[config.mk]
export PLATFORM = sky130hd
export DESIGN_NAME = pixel_cfg_sequencer
export DESIGN_NICKNAME = d
export VERILOG_FILES = /design/src/rtl/pixel_cfg_pkg.sv /design/src/rtl/pixel_cfg_onehot.sv /design/src/rtl/pixel_cfg_sequencer.sv
export SDC_FILE = /design/constraint.sdc
export NUM_CORES = 1
export LEC_CHECK = 0
export CORE_AREA = 2 2 153 155
export CTS_CLUSTER_SIZE = 16
export DETAILED_ROUTE_END_ITERATION = 8
export DIE_AREA = 0 0 155 157
export PLACE_DENSITY = 0.74
export SLEW_MARGIN = 20
export SYNTH_ARGS = -nofsm -noshare
export SYNTH_HDL_FRONTEND = slang
export SYNTH_SLANG_ARGS = --single-unit
[constraint.sdc]
create_clock -name clock -period 1.9 [get_ports clock]
set_input_delay 0.38 -clock clock [delete_from_list [all_inputs] [get_ports clock]]
set_output_delay 0.38 -clock clock [all_outputs]
set_load 0.02 [all_outputs]
[src/rtl/pixel_cfg_pkg.sv]
// Shared types and default timing for the pixel configuration sequencer.
// The timing constants are the defaults picked up by the top-level parameters.
package pixel_cfg_pkg;

    typedef enum logic [1:0] {
        IDLE  = 2'd0,
        SETUP = 2'd1,
        WRITE = 2'd2,
        HOLD  = 2'd3
    } cfg_state_t;

    localparam int SETUP_CYC = 1;
    localparam int WR_CYC    = 2;
    localparam int HOLD_CYC  = 1;

    function automatic int max3(input int a, input int b, input int c);
        int m;
        m = (a > b) ? a : b;
        return (m > c) ? m : c;
    endfunction

endpackage

[src/rtl/pixel_cfg_onehot.sv]
// Combinational pixel address decoder: one-hot select, all-ones broadcast,
// or a range error for anything else.
module pixel_cfg_onehot #(
    parameter int N_PIX      = 180,
    parameter int ADDR_W     = 8,
    parameter int BCAST_ADDR = 255
) (
    input  logic [ADDR_W-1:0] addr,
    output logic [N_PIX-1:0]  sel,
    output logic              range_err
);

    localparam logic [ADDR_W-1:0] BCAST = ADDR_W'(BCAST_ADDR);

    logic [N_PIX-1:0] onehot;
    logic             bcast;

    // Equality per line keeps the decode free of wide comparisons.
    always_comb begin
        onehot = '0;
        for (int i = 0; i < N_PIX; i++) begin
            onehot[i] = (addr == ADDR_W'(i));
        end
    end

    assign bcast = (addr == BCAST);

    always_comb begin
        sel       = '0;
        range_err = 1'b0;
        if (bcast) begin
            sel = '1;
        end else if (|onehot) begin
            sel = onehot;
        end else begin
            range_err = 1'b1;
        end
    end

endmodule

[src/rtl/pixel_cfg_sequencer.sv]
// Pixel configuration write sequencer: accepts one (addr, data) request,
// then walks SETUP -> WRITE -> HOLD driving select, data and write strobe.
module pixel_cfg_sequencer #(
    parameter int N_PIX      = 180,
    parameter int ADDR_W     = 8,
    parameter int DATA_W     = 15,
    parameter int SETUP_CYC  = pixel_cfg_pkg::SETUP_CYC,
    parameter int WR_CYC     = pixel_cfg_pkg::WR_CYC,
    parameter int HOLD_CYC   = pixel_cfg_pkg::HOLD_CYC,
    parameter int BCAST_ADDR = 255
) (
    input  logic              clock,
    input  logic              resetn,
    input  logic [ADDR_W-1:0] cfg_addr,
    input  logic [DATA_W-1:0] cfg_data,
    input  logic              cfg_valid,
    output logic              cfg_ready,
    input  logic              err_clr,
    output logic [N_PIX-1:0]  pixel_sel,
    output logic [DATA_W-1:0] pixel_wdata,
    output logic              pixel_wren,
    output logic              busy,
    output logic              addr_err
);

    import pixel_cfg_pkg::*;

    localparam int CNT_W = $clog2(max3(SETUP_CYC, WR_CYC, HOLD_CYC) + 1);

    localparam logic [CNT_W-1:0] SETUP_LD = CNT_W'(SETUP_CYC - 1);
    localparam logic [CNT_W-1:0] WR_LD    = CNT_W'(WR_CYC - 1);
    localparam logic [CNT_W-1:0] HOLD_LD  = CNT_W'(HOLD_CYC - 1);

    cfg_state_t       state;
    logic [CNT_W-1:0] cnt;
    logic [N_PIX-1:0] dec_sel;
    logic             dec_err;
    logic             accept;

    pixel_cfg_onehot #(
        .N_PIX      (N_PIX),
        .ADDR_W     (ADDR_W),
        .BCAST_ADDR (BCAST_ADDR)
    ) u_dec (
        .addr      (cfg_addr),
        .sel       (dec_sel),
        .range_err (dec_err)
    );

    assign accept = cfg_valid && cfg_ready;

    // pixel_sel / pixel_wdata double as the capture registers: they are
    // loaded on accept and held untouched until HOLD finishes.
    always_ff @(posedge clock or negedge resetn) begin
        if (!resetn) begin
            state       <= IDLE;
            cnt         <= '0;
            cfg_ready   <= 1'b0;
            pixel_sel   <= '0;
            pixel_wdata <= '0;
            pixel_wren  <= 1'b0;
            busy        <= 1'b0;
            addr_err    <= 1'b0;
        end else begin
            // A same-cycle error set below overrides this clear.
            if (err_clr) begin
                addr_err <= 1'b0;
            end

            case (state)
                IDLE: begin
                    cfg_ready <= 1'b1;
                    if (accept) begin
                        if (dec_err) begin
                            addr_err <= 1'b1;
                        end else begin
                            state       <= SETUP;
                            cnt         <= SETUP_LD;
                            cfg_ready   <= 1'b0;
                            busy        <= 1'b1;
                            pixel_sel   <= dec_sel;
                            pixel_wdata <= cfg_data;
                        end
                    end
                end

                SETUP: begin
                    if (cnt == '0) begin
                        state      <= WRITE;
                        cnt        <= WR_LD;
                        pixel_wren <= 1'b1;
                    end else begin
                        cnt <= cnt - 1'b1;
                    end
                end

                WRITE: begin
                    if (cnt == '0) begin
                        state      <= HOLD;
                        cnt        <= HOLD_LD;
                        pixel_wren <= 1'b0;
                    end else begin
                        cnt <= cnt - 1'b1;
                    end
                end

                HOLD: begin
                    if (cnt == '0) begin
                        state       <= IDLE;
                        cfg_ready   <= 1'b1;
                        busy        <= 1'b0;
                        pixel_sel   <= '0;
                        pixel_wdata <= '0;
                    end else begin
                        cnt <= cnt - 1'b1;
                    end
                end

                default: begin
                    state      <= IDLE;
                    cnt        <= '0;
                    cfg_ready  <= 1'b1;
                    busy       <= 1'b0;
                    pixel_wren <= 1'b0;
                    pixel_sel  <= '0;
                end
            endcase
        end
    end

endmodule

* After elaboration in Yosys (flattened, before gate mapping)
Index checks and enable logic that the tools add are counted.
** Storage, ports and cells
- Logic and storage cells :: 247
- Output and inout port bits :: 199
- Flip-flop bits (word level) :: 203
- Input bits :: 27
** Operators by class
- Equality and inequality tests :: 189
- Mux-type cells :: 37
- Add/sub/neg operators :: 1
- Reductions and logical operators :: 12
** Operators by type and width (number)
- 180-bit 2-to-1 mux :: 5
- 8-bit by 7-bit equality test with 1-bit output, second input constant :: 64
- 8-bit equality test, second input constant :: 53
- 180-bit one-hot mux with 2 select lines :: 1
- 8-bit by 6-bit equality test with 1-bit output, second input constant :: 32
- 180-bit OR reduction :: 1
- 8-bit by 5-bit equality test with 1-bit output, second input constant :: 16
- 8-bit by 4-bit equality test with 1-bit output, second input constant :: 8
- 15-bit 2-to-1 mux :: 3
- 8-bit by 3-bit equality test with 1-bit output, second input constant :: 4
- 15-bit one-hot mux with 2 select lines :: 1
- 2-bit 2-to-1 mux :: 10
- 8-bit by 2-bit equality test with 1-bit output, second input constant :: 2
- 2-bit one-hot mux with 4 select lines :: 2
- 1-bit 2-to-1 mux :: 12
- 2-bit inequality test, second input constant :: 6
- 8-bit by 1-bit equality test with 1-bit output, second input constant :: 1
- 8-bit zero test :: 1
- 1-bit one-hot mux with 2 select lines :: 3
- 3-bit AND reduction :: 2
- 5-bit AND reduction :: 1
- 2-bit equality test, second input constant :: 2
- 2-bit zero test :: 2
- 4-bit AND reduction :: 1
- 5 further kinds :: 6

* Logic depth before layout (Yosys ltp)
- Depth after elaboration :: 7
- Depth in mapped cells :: 14
- Depth with buffers taken out :: 7

* Cells and area by module
From an unflattened synthesis, not the netlist that was laid out.
** Second synthesis, totals
- Cells, all modules :: 818
- Area, all modules :: 9168.8 µm²
** By module, submodules not included
- pixel_cfg_sequencer :: instances 1, area each 7452.1 µm², sequential area each 5079.9 µm², cells each 486
- pixel_cfg_onehot :: instances 1, area each 1716.6 µm², sequential area each 0.0 µm², cells each 332

* Worst setup path before layout
Ideal clock, no wire load.
- Kind :: input port to flip-flop
- From :: input cfg_addr[0]
- To :: register pixel_sel[22]
- Slack :: -0.928 ns
- Stages on the path :: 13
- Buffers on the path :: 7
- Data required time :: 1.779 ns
- Arrival :: 2.707 ns
- Library setup time :: 0.121 ns
- Cell sequence :: buf_2 > buf_4 > buf_2 > nor3b_1 > a221oi_1 > o2111ai_1 > or4_1 > buf_2 > o21a_1 > buf_6 > buf_6 > buf_6 > a22o_1
** Between the ends
- Word-level cells in the longest chain between the ends :: 7
- Elaborated cells on any way between the ends :: 191
- Those cells by class :: 181 x eq/ne; 7 x mux; 3 x reduce/logical
** RTL lines
- start: declaration :: line pixel_cfg_sequencer.sv:14 : input logic [ADDR_W-1:0] cfg_addr,
- 8-bit by 1-bit equality test with 1-bit output (tied with other cells) :: line pixel_cfg_onehot.sv:22 : onehot[i] = (addr == ADDR_W'(i));
- 180-bit OR reduction :: line pixel_cfg_onehot.sv:33 : end else if (|onehot) begin
- 180-bit 2-to-1 mux :: line pixel_cfg_onehot.sv:33
- 180-bit 2-to-1 mux :: line pixel_cfg_onehot.sv:31 : if (bcast) begin
- 180-bit 2-to-1 mux :: line pixel_cfg_sequencer.sv:74 : if (dec_err) begin
- 180-bit 2-to-1 mux :: line pixel_cfg_sequencer.sv:73 : if (accept) begin
- 180-bit one-hot mux with 2 select lines :: line pixel_cfg_sequencer.sv:70 : case (state)
- end signal: assignment :: line pixel_cfg_sequencer.sv:81 : pixel_sel <= dec_sel;
- end: declaration :: line pixel_cfg_sequencer.sv:19 : output logic [N_PIX-1:0] pixel_sel,
Parallel ways exist; a longest one is shown, timed or not. The select of a mux whose other input is x is not followed.
A chain may end at the register's enable or synchronous reset.

* Worst setup path after layout
- From :: input cfg_addr[4]
- To :: register pixel_sel[14]
Same word-level chain as after synthesis.

==> out/qor.csv <==
stage,metric,value,unit
placed_design,placed_area,13800,um^2
global_route,top_usage_layer,met2,
placed_design,hpwl,24900,um
routing,drt_pre_antenna_iters,5,
timing,finalSetupViolCount,204,
global_route,grt_use_met3,6.55,%
worst_setup_path,crit_chain,"buf_4, buf_8, or4_4, buf_6, a211oi_2, a21oi_1, o2111ai_2, or4_4, o21ai_4, buf_6, buf_12, buf_12, clkbuf_16, a22o_1",
global_route,gr-usage-met1,42.0,%
floorplan,io_pins,226,
timing,fin_crit,2.58,ns
clock_network,cts_tree,built,
power_and_ir_drop,vdd_drop_max,0.715,mV
clock_network,clk_pin_slew,0.07,ns
clock_network,cts_max_path_buffers,3,
routing,drc,0,
synthesis,synth_flop_cell,dfrtp_1,
floorplan,fp.dieW,155,um
routing,drt_wl_total,43600,um
status,violations,negative setup slack,
synthesis,synthCells,945,
floorplan,coreArea,22500,um^2
clock_network,cts_sinks,203,
timing,max_slew_margin,68.6,%
power_and_ir_drop,p_leak,10.2,nW
clock_network,htreeDepth,1,
synthesis,ys_warn_count,0,
timing,post-route-period-util,136,%
worst_setup_path,startpoint_type,input port,
worst_setup_path,crit_family,buffers and inverters,
routing,vias_per_cell,6.49,
final_layout,final_nets,1374,
timing,slew_violations,0,
worst_setup_path,cp-end-kind,flip-flop,
clock_network,clk_latency,0.54,ns
timing,finalHoldViolations,0,
synthesis,async_flop_share,100,%
global_route,grt_pass1_vias,10200,
synthesis,synth_fp_nets,979,
final_layout,stdcell_count,1643,
clock_network,cts_made_buffers,23,
synthesis,yosysSeqAreaShare,50.4,%
global_route,antenna_found_initial,1,
floorplan,fp.dieArea,24300,um^2
power_and_ir_drop,p_per_area,1000,nW/um^2
timing,max_freq,388,MHz
floorplan,die_h,157,um
floorplan,initial_core_util,44.8,%
min_path,min_path_type,input port to asynchronous set/reset pin,
synthesis,ys_seq_elements,203,
worst_setup_path,critPathSlowestCell,or4_4,
run,maxCapViolCount,0,
placed_design,io_buffers,225,
routing,wl_per_cell,26.5,um
final_layout,drive_gt1_share,29.5,%
final_layout,final_area,16900,um^2
worst_setup_path,cp.required,2.31,ns
routing,drt-initial-drc-count,1016,
timing,final.setup.tns,-121.82,ns
global_route,grt_max_degree,53,
global_route,grt_overflow,0,
final_layout,syn_to_final_growth,68.2,%
synthesis,ys_types,68,
routing,num_vias,10700,
global_route,track_usage,32.1,%
worst_setup_path,path_buf_inv,7,
synthesis,netlist_area,10100,um^2
clock_network,cts-root-buf,clkbuf_16,
synthesis,syn_area_per_cell,10.7,um^2
placed_design,globalplace.congestion,1.03,
placed_design,numPlacedInstances,1511,
global_route,met2_usage,52.2,%
final_layout,postLayoutCoreUtil,75.3,%
worst_setup_path,worstPathArrival,2.99,ns
global_route,grt_pass1_wl,60400,um
timing,layout_setup_ws,-0.681,ns
synthesis,synth_edf_count,0,
timing,tightest_slew,0.468,ns
timing,skew,0.0340,ns
routing,detail-route-antenna-nets,0,
worst_setup_path,cpPeakStageDelay,0.56,ns
status,status,finished with violations,
worst_setup_path,crit_fanout,10,
worst_setup_path,path_class,input port to flip-flop,
floorplan,row_count,55,
timing,rsz0062_at_grt,yes,
[path summary, 6_finish.rpt]
check                                     from  cells after the start  slack [ns]             end
worst max-delay path               cfg_addr[4]                     14       -0.68   pixel_sel[14]
worst min-delay path                    resetn                      2        0.35   pixel_sel[67]
worst max register to register        state[1]                      9       -0.16   pixel_sel[14]
worst min register to register  pixel_sel[171]                      1        0.50  pixel_sel[171]
max in group asynchronous               resetn                      3        0.88  pixel_sel[103]
min in group clock                 cfg_addr[4]                      3        0.38  pixel_sel[127]
[sequential cells by signal, indices dropped and copies added (netlist names)]
name,cells
pixel_sel,180
cnt,2
addr_err,1
cfg_ready,1
pixel_wdata,15
state,2
busy,1
pixel_wren,1
[per-stage QoR]
step	hold slack (ns)	worst slack, ns	total power, mW
after floorplan	0.0844	-0.824	7.30
after global placement	0.342	-1.68	8.92
after detailed placement	0.349	-1.64	8.99
after CTS	0.371	-0.632	15.5
after global routing	0.386	-0.722	17.5
final	0.346	-0.681	17.0
[power breakdown]
group | internal [mW] | leakage [nW] | switching, mW | total, mW
Clock | 2.50 | 0.373 | 1.87 | 4.37
Combinational | 4.34 | 7.02 | 3.61 | 7.95
Sequential | 4.52 | 2.82 | 0.129 | 4.65
[placed cells by master (no fill, tap or decap), types with 6 or more instances in the layout]
master,instances
o21ai_0,169
dlymetal6s2s_1,151
inv_1,8
buf_8,7
dfrtp_1,203
nand4_1,7
clkdlybuf4s50_1,65
clkbuf_16,40
nor2_1,15
ha_1,7
clkbuf_8,7
nor2b_1,6
a21oi_1,24
a22o_1,192
nand2b_4,6
buf_4,168
nand2_1,9
nor3_1,11
buf_12,38
buf_16,17
buf_6,31
o22ai_1,6
[logic make-up after synthesis]
| kind of cell | count (synthesis) | share of synthesized area (%) |
|---|---|---|
| flops | 203 | 50.4 |
| buf+inv | 143 | 7.86 |
| fa+ha+maj | 8 | 0.969 |
| simple gates | 131 | 8.53 |
| xor+xnor | 3 | 0.261 |
| mux | 2 | 0.211 |
| compound gates | 455 | 31.7 |
[timing repair]
action,4_1_cts,5_1_grt
setup endpoints to repair,282,353
resized for setup,123,215
buffers inserted,31,22
cloned,22,19
endpoints found under the hold margin,37,0
hold buffers,1,0
pin swaps,62,112
[layout make-up]
cell class | instances | area [um^2]
diodes | 1 | 2.50
multi-input cells | 600 | 4660
clock inverters | 8 | 70.1
well taps | 285 | 357
flip-flops and latches | 203 | 5080
inverters | 10 | 41.3
repair buffers | 502 | 6050
fillers | 1404 | 5560
clock buffers | 34 | 677
[Yosys cell counts, drive strengths merged (7+ instances only)]
cell	n	area (um^2)
nand4	7	43.8
ha	7	87.6
nand2b	12	75.1
or4bb	7	78.8
o21ai	175	880
dfrtp	203	5080
inv	10	37.5
clkbuf	64	241
nand2	14	52.6
or4b	7	70.1
o22ai	9	56.3
a21oi	27	135
nor3	14	70.1
nor2b	7	43.8
nor2	16	60.1
buf	69	513
a22o	192	1680
[per-layer routing]
metal  share of wire [%]  vias to the layer above
met4                 5.7                        0
met3                 8.9                      176
li1                    -                     4432
met5                   0                        -
met1                  38                     5324
met2                  47                      728
(Power assumes the default switching activity.)
